$ cat config.mk
export PLATFORM = sky130hd
export DESIGN_NAME = fetch_unit
export DESIGN_NICKNAME = d
export VERILOG_FILES = /design/src/rtl/fetch_pkg.sv /design/src/rtl/pc_counter.sv /design/src/rtl/fetch_unit.sv
export SDC_FILE = /design/constraint.sdc
export NUM_CORES = 1
export LEC_CHECK = 0
export BUFFER_PORTS_ARGS = -buffer_cell sky130_fd_sc_hd__buf_2
export CORE_AREA = 2 2 83 85
export CTS_CLUSTER_DIAMETER = 80
export DETAILED_ROUTE_END_ITERATION = 10
export DIE_AREA = 0 0 85 87
export PLACE_DENSITY = 0.72
export SYNTH_ARGS = -nofsm -noshare
export SYNTH_HDL_FRONTEND = slang
export SYNTH_SLANG_ARGS = --single-unit
$ cat constraint.sdc
create_clock -name clk -period 4.25 [get_ports clk]
set_input_delay 0.425 -clock clk [delete_from_list [all_inputs] [get_ports clk]]
set_output_delay 0.425 -clock clk [all_outputs]
set_load 0.01 [all_outputs]
$ cat src/rtl/fetch_pkg.sv
// Shared types and constants for the instruction fetch unit.
package fetch_pkg;

  localparam int unsigned WORD_W = 16;
  localparam logic [WORD_W-1:0] HALT_WORD_DEFAULT = 16'h0000;

  typedef enum logic [1:0] {
    IDLE  = 2'd0,
    FETCH = 2'd1,
    HOLD  = 2'd2,
    HALT  = 2'd3
  } state_t;

endpackage

$ cat src/rtl/pc_counter.sv
// Program counter: reset, redirect load, or word increment (wraps at 16 bits).
module pc_counter
  import fetch_pkg::*;
#(
  parameter logic [WORD_W-1:0] RESET_PC = 16'h0000
) (
  input  logic              clk,
  input  logic              rst,
  input  logic              load,
  input  logic [WORD_W-1:0] load_val,
  input  logic              inc,
  output logic [WORD_W-1:0] pc
);

  // Reset wins, then redirect, then sequential advance.
  always_ff @(posedge clk) begin
    if (rst) begin
      pc <= RESET_PC;
    end else if (load) begin
      pc <= load_val;
    end else if (inc) begin
      pc <= pc + WORD_W'(1);
    end
  end

endmodule

$ cat src/rtl/fetch_unit.sv
// Instruction fetch: requests words from memory, holds them for decode,
// follows redirects from execute and stops on the halt word.
module fetch_unit
  import fetch_pkg::*;
#(
  parameter logic [WORD_W-1:0] RESET_PC  = 16'h0000,
  parameter logic [WORD_W-1:0] HALT_WORD = HALT_WORD_DEFAULT
) (
  input  logic              clk,
  input  logic              rst,
  output logic              mem_req,
  output logic [WORD_W-1:0] mem_addr,
  input  logic              mem_ack,
  input  logic [WORD_W-1:0] mem_rdata,
  output logic [WORD_W-1:0] instr,
  output logic              instr_valid,
  input  logic              instr_ready,
  output logic [WORD_W-1:0] pc_out,
  input  logic              br_take,
  input  logic [WORD_W-1:0] br_target,
  output logic              halted
);

  state_t            state;
  logic [WORD_W-1:0] pc;
  logic              pc_load;
  logic              pc_inc;

  // PC steering: redirect only in FETCH/HOLD, advance when decode takes the word.
  always_comb begin
    pc_load = 1'b0;
    pc_inc  = 1'b0;
    if (state == FETCH || state == HOLD) begin
      pc_load = br_take;
    end
    if (state == HOLD && !br_take) begin
      pc_inc = instr_ready;
    end
  end

  pc_counter #(
    .RESET_PC(RESET_PC)
  ) u_pc (
    .clk      (clk),
    .rst      (rst),
    .load     (pc_load),
    .load_val (br_target),
    .inc      (pc_inc),
    .pc       (pc)
  );

  assign mem_addr = pc;

  // Fetch FSM with registered request/valid/halt outputs and instruction register.
  always_ff @(posedge clk) begin
    if (rst) begin
      state       <= IDLE;
      instr       <= '0;
      pc_out      <= RESET_PC;
      mem_req     <= 1'b0;
      instr_valid <= 1'b0;
      halted      <= 1'b0;
    end else begin
      case (state)
        IDLE: begin
          state   <= FETCH;
          mem_req <= 1'b1;
        end
        FETCH: begin
          if (br_take) begin
            state   <= FETCH;
            mem_req <= 1'b1;
          end else if (mem_ack) begin
            mem_req <= 1'b0;
            if (mem_rdata == HALT_WORD) begin
              state  <= HALT;
              halted <= 1'b1;
            end else begin
              state       <= HOLD;
              instr       <= mem_rdata;
              pc_out      <= pc;
              instr_valid <= 1'b1;
            end
          end
        end
        HOLD: begin
          if (br_take || instr_ready) begin
            state       <= FETCH;
            instr_valid <= 1'b0;
            mem_req     <= 1'b1;
          end
        end
        HALT: begin
          state       <= HALT;
          mem_req     <= 1'b0;
          instr_valid <= 1'b0;
          halted      <= 1'b1;
        end
        default: begin
          state <= IDLE;
        end
      endcase
    end
  end

endmodule
## Word level (Yosys, flattened, before mapping)

Cells that the tools add are included.
Widths: inputs -> output; s select.

- Register bits: 53
- Bits in latches: 0
- Memory bits (writable): 0
- Memory bits (read-only): 0
- Word-level logic and storage cells: 54
- Memories kept: 0

- Add/sub/neg operators: 1
- Multiply operators: 0
- Divide/modulo/power cells: 0
- Order comparisons: 0
- Equality and inequality tests: 9
- Shifts and indexed selects: 0
- Multiplexer cells: 22
- Bitwise logic cells: 2
- Reductions and logical operators: 13

Operators by type and width:

| operator | count |
|---|---|
| $mux 16 | 2 |
| $add 16x1->16 const B | 1 |
| $logic_not 16->1 | 1 |
| $mux 1 | 13 |
| $pmux 2 s4 | 1 |
| $reduce_and 4->1 | 2 |
| $mux 2 | 3 |
| $ne 2x2->1 const B | 3 |
| $reduce_and 5->1 | 1 |
| $eq 2x2->1 const B | 2 |
| $ne 2x1->1 const B | 2 |
| $pmux 1 s4 | 1 |
| $reduce_bool 2->1 | 2 |
| $ne 3x3->1 const B | 1 |
| $pmux 1 s3 | 1 |
| $reduce_bool 3->1 | 1 |
| $eq 2x1->1 const B | 1 |
| $logic_not 2->1 | 1 |
| $logic_or 1x1->1 | 2 |
| $not 1->1 | 2 |
| $pmux 1 s2 | 1 |
| $reduce_and 2->1 | 1 |
| $logic_and 1x1->1 | 1 |
| $logic_not 1->1 | 1 |

## Depth between registers and ports, before layout

- Depth in word-level cells: 5
- Gate-level depth with buffers: 7
- Gate-level depth less buffers: 6

## Modules after synthesis

A second synthesis with hierarchy kept.

- Cells, all modules: 293
- Area, all modules: 2,829.0 µm²

Modules (own cells, without submodules):

| module | times used | cells each | area an instance (µm²) | sequential area each (µm²) |
|---|---|---|---|---|
| fetch_unit | 1 | 181 | 1,844.3 | 740.7 |
| pc_counter | 1 | 112 | 984.7 | 320.3 |

## Worst setup path before layout

Ideal clock, no wire load.

- Path type: register -> register
- Start: register state[0]
- End: register u_pc.pc[11]
- Setup time: 0.091 ns
- Data arrival time: 1.887 ns
- Required time: 4.159 ns
- Setup slack: 2.272 ns
- Cell stages (with the launch flop): 7
- Buffers on the path: 0
- Period minus slack after synthesis: 1.978 ns
- Cells stage by stage: dfxtp_1 inv_1 ha_1 nand3b_2 or3_4 or4_1 a311oi_1

- Cells in the longest elaborated chain, start to end: 4
- Elaborated cells on any way between the ends: 8

RTL lines:

| item | RTL line | text |
|---|---|---|
| start: declaration | fetch_unit.sv:24 | `state_t state;` |
| start signal: assignment | fetch_unit.sv:57 | `state <= IDLE;` |
| start signal: assignment | fetch_unit.sv:66 | `state <= FETCH;` |
| start signal: assignment | fetch_unit.sv:71 | `state <= FETCH;` |
| $eq 2x1->1 / $eq 2x2->1 (equally long branches) | fetch_unit.sv:33, fetch_unit.sv:36 |  |
| $logic_or 1x1->1 / $logic_and 1x1->1 (equally long branches) | fetch_unit.sv:33, fetch_unit.sv:36 |  |
| $mux 1 (on tied branches) | fetch_unit.sv:33, fetch_unit.sv:36 |  |
| $mux 16 / $reduce_bool 2->1 (equally long branches) | n/a |  |
| end signal: assignment | pc_counter.sv:20 | `pc <= load_val;` |
| end signal: assignment | pc_counter.sv:22 | `pc <= pc + WORD_W'(1);` |
| end: declaration | pc_counter.sv:12 | `output logic [WORD_W-1:0] pc` |

Parallel ways exist; a longest one is shown, timed or not.
A chain may end at the register's enable or synchronous reset.

## Worst setup path in the final report

- Start: register state[1]
- End: register pc_out[5]

- Cells in the longest elaborated chain, start to end: 2

RTL lines:

| item | RTL line | text |
|---|---|---|
| $eq 2x1->1 | fetch_unit.sv:64 | `case (state)` |
| $reduce_and 4->1 (no line) | n/a |  |
| end signal: assignment | fetch_unit.sv:81 | `pc_out <= pc;` |
| end: declaration | fetch_unit.sv:18 | `output logic [WORD_W-1:0] pc_out,` |

Every way passes these cells.

==> key figures <==
Status
  • Outcome: finished clean

CTS
  • Clk buf depth: 2
  • Clock Sink Count: 53
  • Clock-pin slew on the worst setup and hold paths: 0.09 ns
  • H-Tree Level Count: 2
  • Skew-Pair Late Insertion Delay: approximately 0.30 ns
  • TritonCTS clock tree: done
  • Root Buffer: clkbuf_8
  • Post-CTS Hold Fix Bufs: 0
  • Post-cts sizing count: 0
  • TritonCTS buffer count: 5
  • Setup bufs post-CTS: 0

Detailed routing
  • Avg WL per Cell: 13.7 um
  • M1 wire length: 3190 um
  • Final ANT Viol Nets: 0
  • Drt pass-1 iters: 4
  • DR WL met2: ~2800 um
  • Via/cell ratio: roughly 5.2
  • DRC viols: 0
  • DR vias: 2452
  • Drt first-iter violations: ~180
  • Top layer in use: met4
  • Final wirelength: between 6000 and 7000 um
  • Metal3 WL: slightly below 400 um

Yosys
  • Syn avg cell area: between 8 and 9 um^2
  • Yosys warns: 0
  • Net Count, Synth: around 360
  • Ys async rst share: 0
  • Synth top area share: 0.402
  • Cells after synthesis: approximately 320
  • EDFF count, synth: 0
  • Ys flop type: dfxtp_1
  • FF+latch count, synth: 53
  • Sequential share of the synthesized area: 0.402
  • Post-Syn Area: between 2000 and 3000 um^2
  • Post-synth top area cell: dfxtp_1
  • Yosys cell types: 36
  • Synth area leaders: dfxtp_1 40%, o21ai_0 12%, nor2b_1 8.1%

Finish
  • Number of diodes: 0
  • Commonest non-fill, non-tap cells in the layout: 87 x buf_2, 65 x o21ai_0, 53 x dfxtp_1
  • Final instance area: roughly 3200 um^2
  • Layout overhead on the synthesized area: 21.1%
  • Fin util: 0.487
  • Commonest non-fill, non-tap cell in the layout: buf_2
  • Final #Nets: ~430
  • Share of cells above drive strength 1: 0.266

Pwr
  • Worst vdd ir: ~0.00014 V
  • Power Dens Cells: around 320 nW/um^2
  • Post-layout power: 1.03 mW
  • Leakage: 1.30 nW

Floorplan
  • FP Rows: 30
  • I/O pins: roughly 90
  • Core ar.: roughly 6600 um^2
  • Initial Utilization: 0.402
  • Die area: between 7000 and 8000 um^2
  • Die Y: 87 um
  • Die Wd: 85 um

Worst setup path
  • Bufs and invs on worst path: 1
  • Data required time of the worst path: approximately 4.5 ns
  • Slowest-stage cell, CP: or2_2
  • CP top delay family: simple AND/OR/NAND/NOR gates
  • CP startpoint kind: flip-flop
  • Worst Path Arrival: approximately 2.8 ns
  • Worst Path Max Fanout: 33
  • Path depth of the worst reg2reg path: 6
  • Largest stage delay, worst path: around 0.74 ns
  • Worst path depth: 6
  • Worst-path cell chain: inv_1 -> ha_1 -> nor2b_1 -> nand2_1 -> or2_2 -> o31ai_1
  • CP startpoint: state[1]
  • Worst setup EP type: flip-flop
  • Crit path kind: reg2reg
  • Reg2reg start: state[1]
  • RR Endpoint: pc_out[5]
  • Crit path capture: pc_out[5]
  • R2R setup slack: between 1.5 and 2 ns

Placement
  • Final GP Congestion: 0.788
  • PortBufs: 87
  • Post-place instance area: ~3100 um^2
  • DPL Wire Length: approximately 4500 um

STA
  • Post-route clock period utilization: 0.602
  • Post-Route Setup TNS: 0 ns
  • Max Fclk: between 300 and 400 MHz
  • Final Max Tran Viols: 0
  • RSZ-0062 raised after global routing: no
  • Hold Worst Slack: slightly below 0.4 ns
  • Worst-Margin Slew: ~1.0 ns
  • Setup Skew: about 0.0096 ns
  • Final hold viol count: 0
  • Rel. slew slack: 0.331
  • Setup Viol. Count Final: 0
  • Minimum clock period: between 2 and 3 ns

Global route
  • Global-route wire length before repair: approximately 11000 um
  • Largest net degree at the start of global routing: 63
  • Tot GR Track Use: 0.176
  • Initial antenna violation count: 0
  • Vias in the first global route: between 2k and 2.5k
  • Grt ovf: 0

Hold path
  • Hold_sp: mem_rdata[0]
  • Min-delay worst type: in2reg

Job
  • Max_cap viols: 0
==> stage by stage <==
step	cells	setup WS, ns
floorplan	317	2.27
global placement	464	1.83
detailed placement	464	1.70
CTS	471	1.69
global route	471	1.47
finish	471	1.69
==> layer usage <==
metal	vias to the layer above	GRT usage
met1	1113	0.245
met5	-	0
met3	6	0.0474
li1	1258	-
met4	0	0.0548
met2	75	0.267
==> worst min-delay path by stage <==
stage,depth (start not counted),slack [ns],to
CTS,3,0.37,instr[15]
global placement,2,0.46,halted
floorplan,2,0.49,halted
detailed placement,2,0.47,halted
global route,3,0.38,instr[3]
finish,3,0.39,instr[0]
==> synth_stat cells (3+ instances only) <==
| library cell | number |
|---|---|
| o21ai_0 | 65 |
| dfxtp_1 | 53 |
| nor2b_1 | 34 |
| nand2b_1 | 30 |
| clkbuf_1 | 22 |
| nor2_1 | 18 |
| a211oi_1 | 15 |
| xnor2_1 | 9 |
| nor4_1 | 8 |
| nand2_1 | 7 |
| inv_1 | 6 |
| a311oi_1 | 5 |
| ha_1 | 5 |
| nand3_1 | 5 |
| nor3_1 | 5 |
| o31ai_1 | 4 |
| or3_1 | 3 |
==> area by class of cell <==
class	count	area, um^2
Timing Repair Buffer	89	450
Tap cell	80	100
Fill cell	648	3370
Multi-Input combinational cell	236	1470
Clock buffer	6	82.6
Sequential cell	53	1060
Clock inverter	1	7.51
Inverter	6	22.5
==> flip-flops by register name, summed over array words and instances (netlist names) <==
name         count
mem_req          1
halted           1
state            2
u_pc.pc         16
instr           16
instr_valid      1
pc_out          16
==> where the power goes <==
group	internal, mW	total (mW)	switching [mW]
clock network	0.129	0.288	0.159
logic	0.0788	0.178	0.0992
registers	0.529	0.566	0.0372
==> tightest hold or removal path: cells and delay by family <==
family                 cells  cell delay (ns)
AOI/OAI and AO/OA          1             0.06
and+or+nand+nor            1             0.06
buffers and inverters      1             0.11
==> kinds of logic (layout without fill, tap and decap cells) <==
group | Yosys count | in the layout | synth area share
muxes | 3 | 3 | 0.0119
xor gates and xnor gates | 10 | 10 | 0.0332
DFF | 53 | 53 | 0.402
buffers and inverters | 28 | 102 | 0.0398
and+or+nand+nor | 126 | 126 | 0.288
adders and majority gates | 5 | 5 | 0.0237
AOI/OAI and AO/OA | 92 | 92 | 0.201
No activity file was read; power rests on OpenSTA's default activity.
